--- src/rtl/lsu_ctrl_pkg.sv ---
// lsu_ctrl_pkg: access codes, FSM states and access-width helper shared by the LSU
package lsu_ctrl_pkg;
    localparam logic [2:0] LW = 3'b000, LHU = 3'b001, LH = 3'b010, LBU = 3'b011, LB = 3'b100;
    localparam logic [1:0] SW = 2'b00, SH = 2'b01, SB = 2'b10;
    typedef enum logic [1:0] {IDLE, ACCESS, RESP} state_t;
    // 0 marks an illegal code
    function automatic logic [2:0] acc_width(input logic we, input logic [1:0] wbits, input logic [2:0] rbits);
        return we ? (wbits == SW ? 3'd4 : wbits == SH ? 3'd2 : wbits == SB ? 3'd1 : 3'd0)
                  : (rbits == LW ? 3'd4 : (rbits == LHU || rbits == LH) ? 3'd2 :
                     (rbits == LBU || rbits == LB) ? 3'd1 : 3'd0);
    endfunction
endpackage

--- src/rtl/lsu_ctrl_align_chk.sv ---
// lsu_align_chk: flags illegal codes, misaligned addresses and out-of-range accesses
module lsu_align_chk
    import lsu_ctrl_pkg::*;
#(
    parameter int MEM_BYTES = 512
) (
    input  logic        we,
    input  logic [1:0]  wbits,
    input  logic [2:0]  rbits,
    input  logic [31:0] addr,
    output logic        fault
);
    logic [2:0]  w;
    logic [32:0] last;
    always_comb begin
        w     = acc_width(we, wbits, rbits);
        last  = {1'b0, addr} + {30'd0, w} - 33'd1;
        fault = (w == 3'd0) || (w == 3'd4 && addr[1:0] != 2'b00) || (w == 3'd2 && addr[0])
                || (last >= 33'(MEM_BYTES));
    end
endmodule

--- src/rtl/lsu_ctrl.sv ---
// lsu_ctrl: three-state load/store unit with fault detection and saturating event counters
module lsu_ctrl
    import lsu_ctrl_pkg::*;
#(
    parameter int MEM_BYTES = 512
) (
    input  logic        clk,
    input  logic        rst,
    input  logic        req_valid,
    output logic        req_ready,
    input  logic        req_we,
    input  logic [1:0]  req_wbits,
    input  logic [2:0]  req_rbits,
    input  logic [31:0] req_addr,
    input  logic [31:0] req_wdata,
    output logic        resp_valid,
    input  logic        resp_ready,
    output logic [31:0] resp_rdata,
    output logic        resp_err,
    output logic        MemR,
    output logic        MemWr,
    output logic [1:0]  MemWrBits,
    output logic [2:0]  MemRBits,
    output logic [31:0] mem_addr,
    output logic [31:0] mem_wdata,
    input  logic [31:0] ReadData,
    output logic [15:0] n_loads,
    output logic [15:0] n_stores,
    output logic [15:0] n_faults
);
    state_t      state;
    logic        we_q, err_q, fault, acc;
    logic [1:0]  wbits_q;
    logic [2:0]  rbits_q;
    logic [31:0] addr_q, wdata_q, rdata_q;

    lsu_align_chk #(.MEM_BYTES(MEM_BYTES)) u_chk (
        .we(req_we), .wbits(req_wbits), .rbits(req_rbits), .addr(req_addr), .fault(fault)
    );

    assign acc        = state == ACCESS;
    assign req_ready  = state == IDLE;
    assign resp_valid = state == RESP;
    assign resp_rdata = rdata_q;
    assign resp_err   = err_q;
    assign MemR       = acc && !we_q;
    assign MemWr      = acc && we_q;
    assign MemWrBits  = acc ? wbits_q : 2'b00;
    assign MemRBits   = acc ? rbits_q : 3'b000;
    assign mem_addr   = acc ? addr_q : 32'd0;
    assign mem_wdata  = acc ? wdata_q : 32'd0;

    always_ff @(posedge clk) begin
        if (rst) begin
            state    <= IDLE;
            we_q     <= 1'b0;
            err_q    <= 1'b0;
            wbits_q  <= 2'b00;
            rbits_q  <= 3'b000;
            addr_q   <= 32'd0;
            wdata_q  <= 32'd0;
            rdata_q  <= 32'd0;
            n_loads  <= 16'd0;
            n_stores <= 16'd0;
            n_faults <= 16'd0;
        end else begin
            case (state)
                IDLE: if (req_valid) begin
                    we_q    <= req_we;
                    wbits_q <= req_wbits;
                    rbits_q <= req_rbits;
                    addr_q  <= req_addr;
                    wdata_q <= req_wdata;
                    err_q   <= fault;
                    rdata_q <= 32'd0;
                    state   <= fault ? RESP : ACCESS;
                end
                ACCESS: begin
                    rdata_q <= we_q ? 32'd0 : ReadData;
                    state   <= RESP;
                end
                default: if (resp_ready) begin
                    state <= IDLE;
                    if (err_q) begin
                        if (n_faults != 16'hFFFF) n_faults <= n_faults + 16'd1;
                    end else if (we_q) begin
                        if (n_stores != 16'hFFFF) n_stores <= n_stores + 16'd1;
                    end else if (n_loads != 16'hFFFF) n_loads <= n_loads + 16'd1;
                end
            endcase
        end
    end
endmodule

--- config.mk ---
export PLATFORM = sky130hd
export DESIGN_NAME = lsu_ctrl
export DESIGN_NICKNAME = d
export VERILOG_FILES = /design/src/rtl/lsu_ctrl_pkg.sv /design/src/rtl/lsu_ctrl_align_chk.sv /design/src/rtl/lsu_ctrl.sv
export SDC_FILE = /design/constraint.sdc
export NUM_CORES = 1
export LEC_CHECK = 0
export BUFFER_PORTS_ARGS = -buffer_cell sky130_fd_sc_hd__buf_2
export CORE_AREA = 10 10 160 177
export CTS_BUF_LIST = sky130_fd_sc_hd__clkbuf_4
export CTS_CLUSTER_DIAMETER = 200
export CTS_CLUSTER_SIZE = 16
export DETAILED_ROUTE_END_ITERATION = 10
export DIE_AREA = 0 0 170 187
export MAX_ROUTING_LAYER = met4
export PLACE_DENSITY = 0.69
export SYNTH_ARGS = -nofsm -noshare
export SYNTH_HDL_FRONTEND = slang
export SYNTH_HIERARCHICAL = 1
export SYNTH_SLANG_ARGS = --single-unit
--- constraint.sdc ---
create_clock -name clk -period 3.3 [get_ports clk]
set_input_delay 0 -clock clk [delete_from_list [all_inputs] [get_ports clk]]
set_output_delay 0 -clock clk [all_outputs]
set_load 0.005 [all_outputs]
### Word-level counts from Yosys, hierarchy flattened

Cells that the tools add are included.

| operators by class | value |
|---|---|
| add/sub/neg operators | 5 |
| magnitude comparators | 1 |
| eq/ne operators | 14 |
| mux-type cells | 18 |
| bitwise operators | 3 |
| reductions and logical operators | 24 |

Operators with widths:

| cell | count |
|---|---|
| 32-bit 2-to-1 mux | 4 |
| 32-bit case mux with 2 select lines | 1 |
| 16-bit by 1-bit adder with 16-bit output, second input constant | 3 |
| 16-bit inequality test, second input constant | 3 |
| 32-bit by 3-bit adder with 33-bit output | 1 |
| 33-bit by 10-bit greater-or-equal comparator with 1-bit output, second input constant | 1 |
| 33-bit by 1-bit subtractor with 33-bit output, second input constant | 1 |
| 3-bit 2-to-1 mux | 6 |
| 5-bit AND reduction | 2 |
| 3-bit by 2-bit == test with 1-bit output, second input constant | 3 |
| 2-bit 2-to-1 mux | 4 |
| 3-bit == test, second input constant | 2 |
| 3-bit logical NOT | 2 |
| 2-bit AND reduction | 3 |
| 1-bit logical OR | 5 |
| 2-bit by 1-bit == test with 1-bit output, second input constant | 2 |
| 2-bit == test, second input constant | 2 |
| 1-bit logical AND | 4 |
| 2-bit logical NOT | 2 |
| 2-bit case mux with 2 select lines | 1 |
| 4-bit AND reduction | 1 |
| 2-bit nonzero test | 2 |
| 3-bit by 1-bit == test with 1-bit output, second input constant | 1 |
| 1-bit inverter | 3 |
| 5 further kinds | 6 |

| word-level totals | value |
|---|---|
| flip-flop bits (word level) | 153 |
| bits of input ports | 106 |
| output and inout port bits | 154 |

### Logic depth before layout (Yosys ltp)

| depth | value |
|---|---|
| word-level depth | 14 |
| gate-level depth with buffers | 20 |
| gate-level depth less buffers | 20 |

### Hierarchy

The synthesis kept the hierarchy.

By module, submodules not included:

| module | times used | cells each | area each (um2) |
|---|---|---|---|
| lsu_ctrl | 1 | 799 | 6475.0 |
| lsu_align_chk | 1 | 311 | 2059.5 |

### Worst setup path before layout

Ideal clock, no wire load.

| timing path | value |
|---|---|
| path type | input to register |
| start point | input req_we |
| end point | register state[0] |
| setup time | 70 ps |
| arrival | 3285 ps |
| data required time | 3230 ps |
| path slack | -55 ps |
| stages | 17 |
| path buffers | 0 |
| cells stage by stage | nor4_1 nor2_1 ha_1 inv_1 ha_1 a21oi_1 o22ai_1 o211ai_1 o311ai_1 or4b_1 mux2i_1 nor4_2 nand4_1 nor4_2 o2111ai_1 nand3b_1 a21oi_1 |

| on the way | value |
|---|---|
| cells in the longest elaborated chain, start to end | 9 |
| elaborated cells between the ends (all ways) | 15 |
| classes of those cells | add/sub: 2; order compare: 1; eq/ne: 2; mux: 4; reduce/logical: 6 |

Ends and longest elaborated chain:

| element | line | RTL |
|---|---|---|
| start: declaration | lsu_ctrl.sv:11 | `input logic req_we,` |
| 3-bit 2-to-1 mux (*) | lsu_ctrl_pkg.sv:8 | `return we ? (wbits == SW ? 3'd4 : wbits == SH ? 3'd2 : wbits == SB ? 3'd1 : 3'd0)` |
| parallel branches: the longest is 4 deep, another holds 32-bit by 3-bit adder with 33-bit output | - |  |
| 1-bit logical OR (*) | lsu_ctrl_align_chk.sv:19 | `\|\| (last >= 33'(MEM_BYTES));` |
| named net fault | lsu_ctrl.sv:32 | `logic we_q, err_q, fault, acc;` |
| 2-bit 2-to-1 mux (*) | lsu_ctrl.sv:76 | `state <= fault ? RESP : ACCESS;` |
| 2-bit 2-to-1 mux (*) | lsu_ctrl.sv:68 | `IDLE: if (req_valid) begin` |
| 2-bit case mux with 2 select lines (*) | lsu_ctrl.sv:67 | `case (state)` |
| end signal: assignment | lsu_ctrl.sv:76 |  |
| end: declaration | lsu_ctrl.sv:31 | `state_t state;` |

Mark *: on every way through the listed nets, which the timed path passes. The select of a mux whose other input is x is not followed.
A chain may end at the register's enable or synchronous reset.

### Worst setup path after layout

| timing path | value |
|---|---|
| start point | input req_rbits[2] |
| end point | register state[0] |

| on the way | value |
|---|---|
| cells in the longest elaborated chain, start to end | 14 |
| elaborated cells between the ends (all ways) | 25 |
| classes of those cells | add/sub: 2; order compare: 1; eq/ne: 6; mux: 7; reduce/logical: 9 |

Ends and longest elaborated chain:

| element | line | RTL |
|---|---|---|
| start: declaration | lsu_ctrl.sv:13 | `input logic [2:0] req_rbits,` |
| 3-bit by 2-bit == test with 1-bit output / 3-bit == test (equally long branches) | lsu_ctrl_pkg.sv:10 | `(rbits == LBU \|\| rbits == LB) ? 3'd1 : 3'd0);` |
| 1-bit logical OR | lsu_ctrl_pkg.sv:10 |  |
| 1-bit 2-to-1 mux | lsu_ctrl_pkg.sv:10 |  |
| 3-bit 2-to-1 mux | lsu_ctrl_pkg.sv:9 | `: (rbits == LW ? 3'd4 : (rbits == LHU \|\| rbits == LH) ? 3'd2 :` |
| 3-bit 2-to-1 mux (*) | lsu_ctrl_pkg.sv:9 |  |
| 3-bit 2-to-1 mux (*) | lsu_ctrl_pkg.sv:8 |  |
| parallel branches: the longest is 4 deep, another holds 32-bit by 3-bit adder with 33-bit output | - |  |
| 1-bit logical OR (*) | lsu_ctrl_align_chk.sv:19 |  |
| named net fault | lsu_ctrl.sv:32 |  |
| 2-bit 2-to-1 mux (*) | lsu_ctrl.sv:76 |  |
| 2-bit 2-to-1 mux (*) | lsu_ctrl.sv:68 |  |
| 2-bit case mux with 2 select lines (*) | lsu_ctrl.sv:67 |  |

Marked as above.

==> impl_metrics.json <==
{
  "worstHoldStart": "req_wdata[1]",
  "ys.flop_type": "dfxtp_1",
  "r2r_cells": 4,
  "hpwl_microns": 21100,
  "crit_arrival_ns": 3.77,
  "num_rows": 61,
  "r2r_slack_ns": 0.91,
  "grt_util_all_layers": 0.184,
  "clkSinkCount": 153,
  "ys_types": 80,
  "maxCapViolations": 0,
  "ant_nets": 0,
  "dieArea_sq_um": 31800,
  "die_x_microns": 170,
  "timing.hold.ws_ns": 0.202,
  "htree_levels": 4,
  "cts-root-buf": "clkbuf_4",
  "async_flop_share": 0,
  "rsz0062_at_grt": "true",
  "final.setup_skew_ns": 0.0206,
  "cp-end-kind": "register",
  "final_common_cell": "buf_2",
  "syn_avg_cell_area_sq_um": 7.69,
  "nets": 1626,
  "gp_congestion": 0.927,
  "cts_buffers": 17,
  "post-route-period-util": 0.986,
  "r2r_start": "state[1]$_SDFFE_PP0P_",
  "required_ns": 3.81,
  "yosys_register_bits": 153,
  "drt-total-wl_microns": 30300,
  "synth_edf_count": 0,
  "wl_per_cell_microns": 16.7,
  "cts_tree": "built",
  "run_status": "finished, final reports clean",
  "initial_core_util": 0.344,
  "die_y_microns": 187,
  "core_sq_um": 24800,
  "synth_area_sq_um": 8530,
  "grt_pass1_vias": 9096,
  "min_to": "wdata_q[1]$_SDFFE_PP0P_",
  "worstSetupPathType": "input port to register",
  "ir_drop_mv": 0.175,
  "min_period_ns": 3.25,
  "timing.rr.end": "n_stores[15]$_SDFFE_PP0P_",
  "dp_slack_ns": -0.588,
  "setup_viol_count_final": 0,
  "startpoint": "req_rbits[2]",
  "finalWorstSetupSlack_ns": 0.0475,
  "slew_violations": 0,
  "drt-vias-per-instance": 5.27,
  "ctsLongestPathBuffers": 2,
  "cp_max_fo": 4,
  "drc": 0,
  "synthesis.nets": 1254,
  "finalHoldViolations": 0,
  "clk_pin_slew_ns": 0.15,
  "synthCells": 1110,
  "layout_common_cells": "253 x buf_2, 189 x nand2_1, 153 x dfxtp_1",
  "grt_max_degree": 71,
  "slew_headroom": 0.434,
  "antenna_found_initial": 4,
  "grt_overflow": 0,
  "fillers": 2370,
  "power_density_nw_per_um2": 333,
  "ios": 260,
  "hold_depth": 4,
  "fmax_mhz": 307,
  "drive_above_1_share": 0.260,
  "port_buffers": 259,
  "hold_class": "input port to register",
  "worstMarginPinSlew_ns": 0.843,
  "tns_ns": 0,
  "ys_seq_area_frac": 0.359,
  "dr.first_iter.drc_count": 695,
  "leakagePower_nw": 5.30,
  "ys_warn_count": 6,
  "drt_first_pass_iters": 5,
  "synthToLayoutAreaGrowth_pct": 40.2,
  "vias": 9571,
  "insertion_delay_ns": 0.57,
  "critPathLaunchType": "input port",
  "grt_first_pass_wirelength_microns": 47000
}
## critical path, stage by stage
cell       delay [ns]
buf_12           0.11
nor4_4           0.32
nor2_2           0.08
ha_1             0.33
buf_4            0.14
buf_4            0.13
fa_2             0.40
nor2b_4          0.14
o31ai_4          0.09
a211o_1          0.39
nand3_2          0.10
a311oi_2         0.09
xnor2_1          0.15
nor4_2           0.26
nand4_1          0.17
nor4_2           0.34
o2111ai_2        0.19
nand3b_1         0.19
a21oi_1          0.12
## cell families (layout without fill, tap and decap cells)
kind of cell / count (synthesis) / after routing / share of synthesized area
simple gates: 491 / 491 / 0.295
compound gates: 296 / 296 / 0.218
flops: 153 / 153 / 0.359
buf+inv: 115 / 500 / 0.0531
fa+ha+maj: 38 / 38 / 0.0566
xor+xnor: 9 / 9 / 0.00924
mux: 8 / 8 / 0.00982
other cells: 0 / 5 / 0
## final cells by class
type	instances	area, sq um	share of cell area
multi-input cells	842	5230	0.437
flip-flops and latches	153	3060	0.256
repair buffers	416	2800	0.234
well taps	315	394	0.0329
inverters	52	195	0.0163
clock inverters	14	139	0.0116
clock buffers	18	135	0.0113
diodes	5	12.5	0.00105
## routing by layer
metal / global-route usage / part of all wire / vias to the layer above
li1: - / - / 4715
met1: 0.211 / 0.42 / 4476
met2: 0.301 / 0.49 / 293
met3: 0.0325 / 0.045 / 87
met4: 0.0979 / 0.046 / 0
met5: - / 0 / -
## synth_stat cells, types with 21 or more instances
library cell  number  share of area
a21oi_1          143          0.084
nor2_1            61          0.027
or4_1             21          0.018
and2_1            72          0.053
nand4_1           25          0.018
clkbuf_1          54          0.024
o21ai_0           27          0.016
ha_1              37          0.054
nand3_1           26          0.015
a22oi_1           33          0.029
nand2_1          190          0.084
inv_1             51          0.022
dfxtp_1          153           0.36
## how the worst max path moves through the flow
| stage | cells past startpoint | slack (ns) | to |
|---|---|---|---|
| finish | 19 | 0.05 | state[0]$_SDFFE_PP0P_ |
| global route | 19 | -0.09 | state[0]$_SDFFE_PP0P_ |
| CTS | 20 | 0.02 | state[0]$_SDFFE_PP0P_ |
| detailed placement | 19 | -0.59 | state[0]$_SDFFE_PP0P_ |
| global placement | 19 | -0.46 | state[0]$_SDFFE_PP0P_ |
| floorplan | 17 | -0.05 | state[0]$_SDFFE_PP0P_ |
## per-stage QoR
stage / cell area [sq um] / utilization / std cells / power, mW
after floorplan: 8540 / - / 1110 / 2.42
after global placement: 10300 / 0.416 / 1664 / 2.67
after detailed placement: 10300 / 0.416 / 1664 / 2.68
after CTS: 11700 / 0.471 / 1805 / 3.97
after global routing: 12000 / 0.482 / 1814 / 4.21
final: 12000 / 0.482 / 1815 / 3.98
## sequential cells by signal, summed over array words and instances (netlist names)
signal	cells
addr_q	32
resp_rdata	32
wdata_q	32
n_faults	16
n_loads	16
n_stores	16
rbits_q	3
state	2
wbits_q	2
resp_err	1
we_q	1
## where the power goes
| group | switching [mW] | internal (mW) | leakage [nW] | total (mW) |
|---|---|---|---|---|
| Clock | 0.773 | 0.400 | 0.142 | 1.17 |
| Combinational | 0.466 | 0.410 | 3.91 | 0.876 |
| Sequential | 0.0291 | 1.90 | 1.24 | 1.93 |
## timing repair
| action | CTS | global route |
|---|---|---|
| setup buffers | 0 | 4 |
| hold endpoints to repair | 125 | 3 |
| hold buffers | 109 | 3 |
| endpoints found under the setup margin | 0 | 3 |
| gates resized for setup | 0 | 48 |
No activity file was read; power rests on OpenSTA's default activity.
